### src/rtl/mac_tx_arbiter.sv
// Frame-granular round-robin arbiter feeding the MAC TX FIFO write port.
// Forwards whole frames only, truncates over-long frames and holds off new grants while the FIFO is full.
module mac_tx_arbiter #(
    parameter int         NUM_PORTS       = 2,
    parameter int         MAX_FRAME_LEN   = 1518,
    parameter logic [3:0] FIFO_HOLD_LEVEL = 4'd12
) (
    input  logic                     tx_fifo_aclk,
    input  logic                     tx_fifo_reset,
    input  logic [8*NUM_PORTS-1:0]   s_axis_tdata,
    input  logic [NUM_PORTS-1:0]     s_axis_tvalid,
    input  logic [NUM_PORTS-1:0]     s_axis_tlast,
    output logic [NUM_PORTS-1:0]     s_axis_tready,
    output logic [7:0]               m_axis_tdata,
    output logic                     m_axis_tvalid,
    output logic                     m_axis_tlast,
    input  logic                     m_axis_tready,
    input  logic [3:0]               tx_fifo_status,
    output logic [NUM_PORTS-1:0]     grant,
    output logic                     busy,
    output logic                     frame_done,
    output logic                     frame_truncated
);

    localparam int IDX_W = (NUM_PORTS > 1) ? $clog2(NUM_PORTS) : 1;
    localparam int CNT_W = $clog2(MAX_FRAME_LEN + 1);
    localparam logic [CNT_W-1:0] CNT_FORCE = CNT_W'(MAX_FRAME_LEN - 1);
    localparam logic [CNT_W-1:0] CNT_MAX   = CNT_W'(MAX_FRAME_LEN);
    localparam logic [IDX_W-1:0] LAST_RST  = IDX_W'(NUM_PORTS - 1);

    typedef enum logic [1:0] {ST_IDLE, ST_PASS, ST_DROP} state_t;

    state_t                 r_state;
    state_t                 w_state_nxt;
    logic [NUM_PORTS-1:0]   r_grant;
    logic [IDX_W-1:0]       r_owner;
    logic [IDX_W-1:0]       r_last;
    logic [CNT_W-1:0]       r_beat_cnt;
    logic                   r_frame_done;
    logic                   r_frame_trunc;

    logic [IDX_W-1:0]       w_idx;
    logic [IDX_W-1:0]       w_pick;
    logic                   w_pick_vld;
    logic [NUM_PORTS-1:0]   w_pick_oh;
    logic [7:0]             w_own_data;
    logic                   w_own_valid;
    logic                   w_own_last;
    logic                   w_force_last;
    logic                   w_arb_go;
    logic                   w_m_beat;
    logic                   w_s_beat;

    // Owner-side mux: the registered owner index selects the source lane.
    always_comb begin
        w_own_data  = '0;
        w_own_valid = 1'b0;
        w_own_last  = 1'b0;
        for (int i = 0; i < NUM_PORTS; i++) begin
            if (r_owner == IDX_W'(i)) begin
                w_own_data  = s_axis_tdata[8*i +: 8];
                w_own_valid = s_axis_tvalid[i];
                w_own_last  = s_axis_tlast[i];
            end
        end
    end

    // Round-robin search starting just after the previous owner.
    always_comb begin
        w_pick     = r_last;
        w_pick_vld = 1'b0;
        w_idx      = '0;
        for (int k = 1; k <= NUM_PORTS; k++) begin
            w_idx = IDX_W'((int'(r_last) + k) % NUM_PORTS);
            if (!w_pick_vld && s_axis_tvalid[w_idx]) begin
                w_pick     = w_idx;
                w_pick_vld = 1'b1;
            end
        end
    end

    always_comb begin
        w_pick_oh = '0;
        for (int i = 0; i < NUM_PORTS; i++) begin
            w_pick_oh[i] = (w_pick == IDX_W'(i));
        end
    end

    assign w_force_last = (r_beat_cnt == CNT_FORCE);
    assign w_arb_go     = (r_state == ST_IDLE) && w_pick_vld && (tx_fifo_status < FIFO_HOLD_LEVEL);
    assign w_m_beat     = (r_state == ST_PASS) && w_own_valid && m_axis_tready;
    assign w_s_beat     = (r_state == ST_DROP) && w_own_valid;

    always_ff @(posedge tx_fifo_aclk or posedge tx_fifo_reset) begin
        if (tx_fifo_reset) begin
            r_state <= ST_IDLE;
        end else begin
            r_state <= w_state_nxt;
        end
    end

    always_comb begin
        w_state_nxt = r_state;
        case (r_state)
            ST_IDLE: begin
                if (w_arb_go) begin
                    w_state_nxt = ST_PASS;
                end
            end
            ST_PASS: begin
                // A natural tlast wins over the forced one on the final allowed beat.
                if (w_m_beat) begin
                    if (w_own_last) begin
                        w_state_nxt = ST_IDLE;
                    end else if (w_force_last) begin
                        w_state_nxt = ST_DROP;
                    end
                end
            end
            ST_DROP: begin
                if (w_s_beat && w_own_last) begin
                    w_state_nxt = ST_IDLE;
                end
            end
            default: w_state_nxt = ST_IDLE;
        endcase
    end

    always_comb begin
        m_axis_tdata  = '0;
        m_axis_tvalid = 1'b0;
        m_axis_tlast  = 1'b0;
        s_axis_tready = '0;
        case (r_state)
            ST_PASS: begin
                m_axis_tdata  = w_own_data;
                m_axis_tvalid = w_own_valid;
                m_axis_tlast  = w_own_last | w_force_last;
                s_axis_tready = r_grant & {NUM_PORTS{m_axis_tready}};
            end
            ST_DROP: begin
                s_axis_tready = r_grant;
            end
            default: ;
        endcase
    end

    always_ff @(posedge tx_fifo_aclk or posedge tx_fifo_reset) begin
        if (tx_fifo_reset) begin
            r_grant       <= '0;
            r_owner       <= '0;
            r_last        <= LAST_RST;
            r_beat_cnt    <= '0;
            r_frame_done  <= 1'b0;
            r_frame_trunc <= 1'b0;
        end else begin
            r_frame_done  <= (w_m_beat || w_s_beat) && w_own_last;
            r_frame_trunc <= w_m_beat && !w_own_last && w_force_last;
            if (w_arb_go) begin
                r_grant    <= w_pick_oh;
                r_owner    <= w_pick;
                r_last     <= w_pick;
                r_beat_cnt <= '0;
            end else if (w_state_nxt == ST_IDLE) begin
                r_grant <= '0;
            end
            if (w_m_beat && (r_beat_cnt != CNT_MAX)) begin
                r_beat_cnt <= r_beat_cnt + 1'b1;
            end
        end
    end

    assign grant           = r_grant;
    assign busy            = (r_state != ST_IDLE);
    assign frame_done      = r_frame_done;
    assign frame_truncated = r_frame_trunc;

endmodule

### config.mk
export PLATFORM = sky130hd
export DESIGN_NAME = mac_tx_arbiter
export DESIGN_NICKNAME = d
export VERILOG_FILES = /design/src/rtl/mac_tx_arbiter.sv
export SDC_FILE = /design/constraint.sdc
export NUM_CORES = 1
export LEC_CHECK = 0
export ABC_AREA = 1
export BUFFER_PORTS_ARGS = -buffer_cell sky130_fd_sc_hd__clkbuf_2
export CAP_MARGIN = 20
export CORE_MARGIN = 2
export CORE_UTILIZATION = 55
export CTS_CLUSTER_SIZE = 30
export DETAILED_ROUTE_END_ITERATION = 16
export PLACE_DENSITY_LB_ADDON = 0.08
export REMOVE_ABC_BUFFERS = 1
export SLEW_MARGIN = 10
export SYNTH_ARGS = -nofsm -noshare
export SYNTH_HDL_FRONTEND = slang
export SYNTH_SLANG_ARGS = --single-unit
export TNS_END_PERCENT = 1
### constraint.sdc
create_clock -name tx_fifo_aclk -period 3.95 [get_ports tx_fifo_aclk]
set_clock_uncertainty 0.1 [all_clocks]
set_input_delay 0.1975 -clock tx_fifo_aclk [delete_from_list [all_inputs] [get_ports tx_fifo_aclk]]
set_output_delay 0.1975 -clock tx_fifo_aclk [all_outputs]
set_load 0.005 [all_outputs]
==> flow_metrics.py, run 1 <==
metrics = {
    "layout": {
        "drive_gt1_share_pct": 33.2,
        "multi_input_area_um2": 792,
        "area_growth_pct": 18.3,
        "layout.nets": 261,
        "seq_area_um2": 477,
        "fill_cells": 208,
        "antenna_cells": 0,
        "final_cell_area_um2": 1660,
    },
    "placement": {
        "dp_hpwl_mm": 2.27,
        "place_congestion": 0.753,
        "postPlaceCellArea_um2": 1620,
        "io_buffers": 41,
    },
    "setup_path": {
        "crit_end": "grant[1]",
        "r2r_slack_ns": 1.84,
        "crit_arrival_ns": 2.21,
        "endpoint_kind": "register",
        "rr_endpoint": "grant[1]",
        "cp-start-kind": "register",
        "cp.required_ns": 4.05,
        "worst-setup-path-type": "register to register",
        "reg2regPathDepth": 13,
        "startpoint": "r_state[1]",
        "worstPathMaxFanout": 12,
        "r2r-start": "r_state[1]",
    },
    "power": {
        "powerDensity_nw_per_um2": 509,
        "ir_drop_mv": 0.413,
        "power_leakage_nw": 0.866,
    },
    "clock_network": {
        "cts_resized": 0,
        "clock_path_buffers": 2,
        "postCtsSetupRepairBufs": 0,
        "cts-root-buf": "clkbuf_4",
        "cts_tree": "done",
        "clock_latency_ns": 0.29,
        "numCtsBuffers": 3,
        "cts.sinks": 19,
        "cts.clk_slew.worst_paths_ns": 0.12,
        "h-tree-depth": 1,
        "hold_buffers": 1,
    },
    "synthesis": {
        "synth_seq_cells": 19,
        "synth.top_cell.area_share_pct": 32.1,
        "synth_area_per_cell_um2": 7.66,
        "synth_fa_ha_area_share_pct": 6.25,
        "synth_compound_area_share_pct": 13.8,
        "synthXorXnorAreaFrac_pct": 1.88,
        "synthSimpleGateAreaFrac_pct": 34.6,
        "synth_top_family_by_area": "simple AND/OR/NAND/NOR gates",
        "synth_area_leader_cell": "dfrtp_1",
        "muxShareOfSynthArea_pct": 0,
        "synth_cell_type_count": 29,
        "synth.cell_area_um2": 1400,
        "synth.yosys.seq_area_share_pct": 34.0,
        "netlist_instances": 183,
        "synth.area.top_cells": "dfrtp_1 32%, nand2_1 9.1%, nor2_1 8.3%",
        "ys_warn_count": 0,
    },
    "die": {
        "row_count": 18,
        "io_pins": 44,
        "core_area_um2": 2450,
        "die_area_um2": 2970,
        "initial_core_util_pct": 57.1,
        "die_x_um": 54.5,
        "dieHeight_um": 54.5,
    },
    "run_status": {
        "status": "finished clean",
    },
    "routing": {
        "wl_per_cell_um": 11.3,
        "drc": 0,
        "drt-total-wl_mm": 2.89,
        "ant_nets": 0,
        "firstDrtPassIters": 4,
        "avgViaCountPerCell": 5.03,
        "drt_iter0_markers": 19,
        "vias": 1287,
    },
    "timing": {
        "hold_slack_ns": 0.162,
        "worst_pin_slew_ns": 0.751,
        "finalSetupViolations": 0,
        "tns_ns": 0,
        "slew_headroom_pct": 49.9,
        "grt_setup_unrepaired": "no",
        "finalCritPeriodShare_pct": 53.5,
        "period_minus_slack_ns": 2.11,
        "drv_slew": 0,
        "hold_violations": 0,
        "fmax_mhz": 473,
    },
    "grt": {
        "grt_pass1_wl_mm": 4.60,
        "track_usage_pct": 21.2,
        "antenna_found_initial": 0,
        "grt-ovfl-total": 0,
        "grt_pass1_vias": 1113,
        "grt_max_degree": 20,
    },
    "min_path": {
        "hold_path_depth": 4,
        "hp-class": "input port to register",
    },
    "run": {
        "maxCapViolations": 0,
    },
}
-- how the worst min path moves through the flow --
stage	from	end	slack [ns]
final	s_axis_tlast[0]	frame_truncated	0.16
after CTS	s_axis_tlast[0]	frame_truncated	0.16
after global placement	tx_fifo_reset	r_beat_cnt[7]	0.24
after floorplan	tx_fifo_reset	frame_done	0.05
after detailed placement	tx_fifo_reset	r_beat_cnt[8]	0.25
after global routing	s_axis_tlast[1]	frame_truncated	0.17
-- layout by cell type, fill, tap and decap left out --
cell and instances:
nand3_1 12, nand4_1 1, dfrtp_1 18, nor2_1 31
clkbuf_4 3, ha_1 7, xnor2_1 1, a21oi_1 5
dfstp_2 1, o21ai_0 15, nor3_4 1, nand2_1 34
o22ai_2 4, nand2_2 5, nand2_4 3, inv_2 5
o21ai_2 1, dlygate4sd3_1 1, inv_4 2, clkbuf_1 1
nor3_2 1, o21ai_1 2, nor4_2 1, o32ai_2 1
nand3_2 3, inv_1 21, xor2_1 2, nor2_8 2
clkbuf_2 41, a21oi_2 1
-- worst max-delay path, stage by stage, from the launching register on --
cell and delay [ns]:
dfrtp_1 0.44, inv_1 0.12, ha_1 0.37, nand2_1 0.21, nor2_8 0.17, nand3_2 0.09, nand2_1 0.08, nand2_1 0.05
nand2_1 0.05, nand2_1 0.06, nand2_2 0.09, nand2_2 0.06, nand3_1 0.07, nand2_1 0.06
-- sequential cells by signal, summed over array words and instances (netlist names) --
| signal | cells |
|---|---|
| r_beat_cnt | 11 |
| frame_done | 1 |
| r_state | 2 |
| r_last | 1 |
| r_owner | 1 |
| frame_truncated | 1 |
| grant | 2 |
-- per-stage QoR --
stage	power [W]	util [%]	setup WS, ns	instances
2_1_floorplan	0.000601	-	2.11	180
3_3_place_gp	0.000729	66.1	1.90	251
3_5_place_dp	0.000749	66.1	1.83	251
4_1_cts	0.000851	67.5	1.79	256
5_1_grt	0.000928	67.5	1.58	256
6_report	0.000843	67.5	1.84	256
-- power breakdown --
part	switching, W	leakage, nW	total (W)	internal, W
Combinational	0.000280	0.597	0.000456	0.000175
Sequential	0.0000500	0.254	0.000286	0.000236
Clock	0.0000624	0.0150	0.000102	0.0000392
Total	0.000393	0.866	0.000843	0.000451
-- synthesized netlist by cell type (all sizes together) --
| library cell | n |
|---|---|
| ha | 7 |
| a21oi | 6 |
| nor2 | 33 |
| buf | 2 |
| clkbuf | 1 |
| o21ai | 18 |
| o32ai | 1 |
| dfrtp | 18 |
| nor4 | 1 |
| o22ai | 4 |
| inv | 28 |
| nand2 | 42 |
| nand3 | 15 |
| xnor2 | 1 |
| nand4 | 1 |
| nor3 | 2 |
| dfstp | 1 |
| xor2 | 2 |
-- kinds of logic (layout without fill, tap and decap cells) --
kind of cell             Yosys count  count (layout)
flip-flops                        19              19
AO/OA/AOI/OAI                     29              29
XOR/XNOR                           3               3
AND/OR/NAND/NOR                   94              94
adder cells (fa/ha/maj)            7               7
buffers and inverters             31              74
-- layer usage --
| layer | global-route usage [%] | share of wire [%] |
|---|---|---|
| met5 | 0 | 0 |
| met4 | 2.92 | 0 |
| met3 | 4.10 | 6.7 |
| met2 | 37.1 | 48 |
| met1 | 27.7 | 46 |
-- area by class of cell --
| class | count | share of cell area [%] |
|---|---|---|
| multi-input cells | 133 | 47.8 |
| well taps | 30 | 2.26 |
| clock buffers | 4 | 1.58 |
| inverters | 28 | 6.64 |
| flip-flops and latches | 19 | 28.8 |
| repair buffers | 42 | 13.0 |
Power figures use the tool's default switching activity.
==> inputs of run 2 (changes only) <==
--- a/config.mk
+++ b/config.mk
@@ -9,7 +9,7 @@
 export BUFFER_PORTS_ARGS = -buffer_cell sky130_fd_sc_hd__clkbuf_2
 export CAP_MARGIN = 20
 export CORE_MARGIN = 2
-export CORE_UTILIZATION = 55
+export CORE_UTILIZATION = 51
 export CTS_CLUSTER_SIZE = 30
 export DETAILED_ROUTE_END_ITERATION = 16
 export PLACE_DENSITY_LB_ADDON = 0.08
==> constraint.sdc (replaced) <==
create_clock -name tx_fifo_aclk -period 2.11 [get_ports tx_fifo_aclk]
set_clock_uncertainty 0.1 [all_clocks]
set_input_delay 0.1055 -clock tx_fifo_aclk [delete_from_list [all_inputs] [get_ports tx_fifo_aclk]]
set_output_delay 0.1055 -clock tx_fifo_aclk [all_outputs]
set_load 0.005 [all_outputs]
==> flow_metrics.py, run 2 (synthesized netlist as in run 1, its figures left out) <==
metrics = {
    "routing": {
        "avgViaCountPerCell": 4.97,
        "drt_iter0_markers": 54,
        "drc": 0,
        "wl_per_cell_um": 11.0,
        "ant_nets": 0,
        "firstDrtPassIters": 4,
        "vias": 1286,
        "drt-total-wl_mm": 2.84,
    },
    "clock_network": {
        "numCtsBuffers": 3,
        "clock_latency_ns": 0.30,
        "cts_resized": 0,
        "h-tree-depth": 1,
        "cts_tree": "done",
        "clock_path_buffers": 2,
        "cts-root-buf": "clkbuf_4",
        "cts.clk_slew.worst_paths_ns": 0.12,
        "cts.sinks": 19,
    },
    "timing": {
        "fmax_mhz": 520,
        "drv_slew": 0,
        "hold_violations": 0,
        "grt_setup_unrepaired": "no",
        "tns_ns": 0,
        "finalSetupViolations": 0,
        "slew_headroom_pct": 51.1,
        "period_minus_slack_ns": 1.92,
        "finalCritPeriodShare_pct": 91.2,
        "worst_pin_slew_ns": 0.732,
    },
    "grt": {
        "grt_max_degree": 20,
        "grt-ovfl-total": 0,
        "grt_pass1_vias": 1226,
        "track_usage_pct": 19.6,
        "grt_pass1_wl_mm": 5.11,
        "antenna_found_initial": 0,
    },
    "die": {
        "die_area_um2": 3180,
        "row_count": 19,
        "initial_core_util_pct": 52.2,
        "io_pins": 44,
        "die_x_um": 56.4,
        "dieHeight_um": 56.4,
        "core_area_um2": 2690,
    },
    "setup_path": {
        "crit_arrival_ns": 2.05,
        "worst-setup-path-type": "register to register",
        "cp.required_ns": 2.23,
        "endpoint_kind": "register",
        "worstPathMaxFanout": 7,
        "cp-start-kind": "register",
    },
    "min_path": {
        "hp-class": "input port to register",
    },
    "power": {
        "powerDensity_nw_per_um2": 952,
        "power_leakage_nw": 0.879,
        "ir_drop_mv": 0.731,
    },
    "run_status": {
        "status": "finished clean",
    },
    "placement": {
        "io_buffers": 41,
        "dp_hpwl_mm": 2.28,
        "place_congestion": 0.779,
    },
    "layout": {
        "largest_register": "r_beat_cnt",
        "layout.cells.most_common": "clkbuf_2",
        "antenna_cells": 0,
        "largest_reg_flops": 11,
        "drive_gt1_share_pct": 34.2,
        "area_growth_pct": 19.6,
        "layout.nets": 263,
        "final_util_pct": 62.4,
        "layout_common_cells": "41 x clkbuf_2, 34 x nand2_1, 31 x nor2_1, 21 x inv_1, 18 x dfrtp_1",
    },
    "run": {
        "maxCapViolations": 0,
    },
}
[run 2: layout make-up]
cell class / count / area (um^2)
fillers: 237 / 1010
multi-input cells: 133 / 792
flip-flops and latches: 19 / 477
repair buffers: 44 / 230
inverters: 28 / 110
well taps: 31 / 38.8
clock buffers: 3 / 22.5
clock inverters: 1 / 5.00
[run 2: repair_timing]
action / CTS / global route
setup buffers: 0 / 0
endpoints found under the hold margin: 18 / 0
hold buffers: 1 / 0
[run 2: metal layers]
| layer | global-route usage, % | part of all wire [%] |
|---|---|---|
| met5 | 0 | 0 |
| met4 | 4.08 | 0.49 |
| met3 | 2.76 | 5.0 |
| met2 | 33.4 | 47 |
| met1 | 26.4 | 48 |
[run 2: report_power, final]
| part | leakage (nW) | total (W) | switching [W] | internal [W] |
|---|---|---|---|---|
| clock | 0.0177 | 0.000190 | 0.000119 | 0.0000706 |
| sequential | 0.254 | 0.000516 | 0.0000740 | 0.000442 |
| combinational | 0.607 | 0.000889 | 0.000539 | 0.000350 |
[run 2: worst paths after layout]
kind	start	endpoint	slack (ns)	cells past startpoint
max	r_state[1]	r_beat_cnt[2]	0.19	9
min	s_axis_tlast[0]	frame_truncated	0.07	4
max reg2reg	r_state[1]	r_beat_cnt[2]	0.19	9
min reg2reg	r_beat_cnt[10]	r_beat_cnt[10]	0.38	1
max in group asynchronous	tx_fifo_reset	r_owner	1.11	3
min in group asynchronous	tx_fifo_reset	r_beat_cnt[8]	0.33	3
[run 2: critical path, cell delays in order, from the launching register on]
cell and delay, ns:
dfrtp_1 0.43, inv_1 0.09, ha_1 0.23, inv_1 0.08
a21oi_1 0.04, o21ai_1 0.27, inv_1 0.26, nor2_8 0.19
inv_4 0.07, o32ai_2 0.08
[run 2: per-stage QoR]
stage          instances  area [um^2]  setup slack, ns  hold slack [ns]  power, W
6_report             259         1680            0.186           0.0707   0.00160
5_1_grt              259         1680           0.0107           0.0960   0.00177
4_1_cts              259         1680            0.183           0.0635   0.00162
3_5_place_dp         254         1640            0.204            0.150   0.00142
3_3_place_gp         254         1640            0.250            0.145   0.00140
2_1_floorplan        180         1380            0.269          -0.0441   0.00113
==> inputs of run 3 (changes only) <==
--- a/config.mk
+++ b/config.mk
@@ -5,7 +5,6 @@
 export SDC_FILE = /design/constraint.sdc
 export NUM_CORES = 1
 export LEC_CHECK = 0
-export ABC_AREA = 1
 export BUFFER_PORTS_ARGS = -buffer_cell sky130_fd_sc_hd__clkbuf_2
 export CAP_MARGIN = 20
 export CORE_MARGIN = 2
==> flow_metrics.py, run 3 <==
metrics = {
    "layout": {
        "layout.cells.most_common": "clkbuf_2",
        "layout_common_cells": "41 x clkbuf_2, 18 x dfrtp_1, 14 x nand2_1, 10 x mux2i_1",
        "area_growth_pct": 20.2,
        "antenna_cells": 0,
        "multi_input_area_um2": 876,
        "drive_gt1_share_pct": 32.0,
        "fill_cells": 234,
        "seq_area_um2": 477,
        "final_cells": 228,
        "largest_register": "r_beat_cnt",
        "layout.nets": 232,
        "largest_reg_flops": 11,
    },
    "power": {
        "clockPowerShare_pct": 12.3,
        "powerDensity_nw_per_um2": 875,
        "p_sw_w": 0.000594,
        "ir_drop_mv": 0.589,
        "seq_power_share_pct": 34.6,
        "power_leakage_nw": 0.852,
        "p_int_w": 0.000881,
        "p_sw_share_pct": 40.3,
        "combPwrFrac_pct": 53.1,
    },
    "routing": {
        "vias": 1297,
        "drc": 0,
        "ant_nets": 0,
        "drt_iter0_markers": 53,
        "avgViaCountPerCell": 5.69,
        "wl_per_cell_um": 13.8,
        "firstDrtPassIters": 4,
        "drt-total-wl_mm": 3.16,
    },
    "clock_network": {
        "cts_resized": 0,
        "cts_tree": "done",
        "cts-root-buf": "clkbuf_4",
        "postCtsSetupRepairBufs": 0,
        "cts.sinks": 19,
        "clock_latency_ns": 0.29,
        "numCtsBuffers": 3,
        "cts.clk_slew.worst_paths_ns": 0.10,
        "clock_path_buffers": 2,
        "h-tree-depth": 1,
        "hold_buffers": 1,
    },
    "synthesis": {
        "synth_area_leader_cell": "dfrtp_1",
        "synth.yosys.seq_area_share_pct": 34.0,
        "synth.area.top_cells": "dfrtp_1 32%, mux2i_1 7.1%, ha_1 6.2%",
        "synth.cells.most_frequent": "18 x dfrtp_1, 14 x nand2_1, 10 x mux2i_1",
        "ys.flop_type": "dfrtp_1",
        "synth_seq_cells": 19,
        "synth.cell_area_um2": 1400,
        "synth_area_per_cell_um2": 9.29,
        "ys_warn_count": 0,
        "synth_edf_count": 0,
        "synth_cell_type_count": 51,
        "synth_most_common_cell": "dfrtp_1",
        "netlist_instances": 151,
        "async_flop_share_pct": 100,
        "synth.top_cell.area_share_pct": 32.1,
    },
    "grt": {
        "antenna_found_initial": 0,
        "grt_pass1_wl_mm": 5.46,
        "met3_usage_pct": 3.46,
        "track_usage_pct": 21.3,
        "grt-ovfl-total": 0,
        "use_met2_pct": 38.2,
        "grt_pass1_vias": 1277,
        "gr-max-usage-layer": "met2",
        "use_met1_pct": 25.5,
        "grt_max_degree": 20,
    },
    "die": {
        "initial_core_util_pct": 52.2,
        "io_pins": 44,
        "dieHeight_um": 56.4,
        "die_area_um2": 3190,
        "row_count": 19,
        "core_area_um2": 2690,
        "die_x_um": 56.4,
    },
    "placement": {
        "place_congestion": 0.839,
        "dp_hpwl_mm": 2.49,
        "placed_cells": 223,
        "io_buffers": 41,
    },
    "timing": {
        "slew_headroom_pct": 51.6,
        "finalCritPeriodShare_pct": 92.4,
        "drv_slew": 0,
        "finalSetupViolations": 0,
        "grt_setup_unrepaired": "no",
        "worst_pin_slew_ns": 0.726,
        "period_minus_slack_ns": 1.95,
        "fmax_mhz": 513,
        "tns_ns": 0,
        "hold_violations": 0,
    },
    "setup_path": {
        "worst-setup-path-type": "register to register",
        "cp-start-kind": "register",
        "cp.required_ns": 2.20,
        "endpoint_kind": "register",
        "crit_arrival_ns": 2.04,
        "worstPathMaxFanout": 7,
    },
    "run_status": {
        "status": "finished clean",
    },
    "min_path": {
        "hp-class": "input port to register",
    },
    "run": {
        "maxCapViolations": 0,
    },
}
[run 3: metal layers]
metal,vias to the layer above,routed length (um)
li1,641,-
met1,612,1380
met2,42,1610
met3,2,158
met4,0,16
met5,-,0
[run 3: path summary, 6_finish.rpt]
check	from	to	slack, ns	cells after the start
setup / recovery	r_state[0]	r_beat_cnt[6]	0.16	7
hold / removal	m_axis_tready	frame_truncated	0.09	3
setup reg to reg	r_state[0]	r_beat_cnt[6]	0.16	7
hold reg to reg	r_last	r_last	0.37	2
max in group asynchronous	tx_fifo_reset	r_beat_cnt[6]	1.10	3
min in group asynchronous	tx_fifo_reset	r_state[1]	0.35	3
[run 3: power groups by stage]
stage                     Combinational, W  Clock [W]  Sequential, W
after floorplan                   0.000495          0       0.000526
after global placement            0.000766          0       0.000513
after detailed placement          0.000783          0       0.000521
after CTS                         0.000789   0.000192       0.000513
after global routing              0.000876   0.000207       0.000527
final                             0.000783   0.000182       0.000511
[run 3: cells by family (layout without fill, tap and decap cells)]
group                    count (synthesis)  count (layout)  share of synthesized area, %
AO/OA/AOI/OAI                           35              35                          17.9
XOR/XNOR                                 2               2                          1.25
buffers and inverters                   11              57                          3.57
flip-flops                              19              19                          34.0
multiplexers                            10              10                          7.14
AND/OR/NAND/NOR                         67              67                          29.9
adder cells (fa/ha/maj)                  7               7                          6.24
[run 3: per-stage QoR]
step | area, um^2 | setup slack (ns) | hold slack [ns] | total power, W | utilization [%]
global placement | 1650 | 0.248 | 0.134 | 0.00128 | 61.4
global route | 1690 | 0.00525 | 0.105 | 0.00161 | 62.7
detailed placement | 1650 | 0.177 | 0.157 | 0.00130 | 61.4
floorplan | 1380 | 0.263 | -0.0441 | 0.00102 | -
CTS | 1690 | 0.174 | 0.0863 | 0.00149 | 62.7
finish | 1690 | 0.159 | 0.0946 | 0.00148 | 62.7
[run 3: cell type report]
cell class | count | area share [%]
Tap cell | 31 | 2.30
Inverter | 8 | 1.78
Clock buffer | 4 | 1.56
Timing Repair Buffer | 45 | 14.1
Multi-Input combinational cell | 121 | 52.0
Sequential cell | 19 | 28.3
[run 3: worst max-delay path: stages, from the launching register on]
cell and delay (ns):
dfrtp_1 0.45, inv_1 0.12, ha_1 0.23, a21boi_1 0.20, o21ai_1 0.20, o21ai_2 0.20, o21ai_1 0.12, a22o_1 0.24
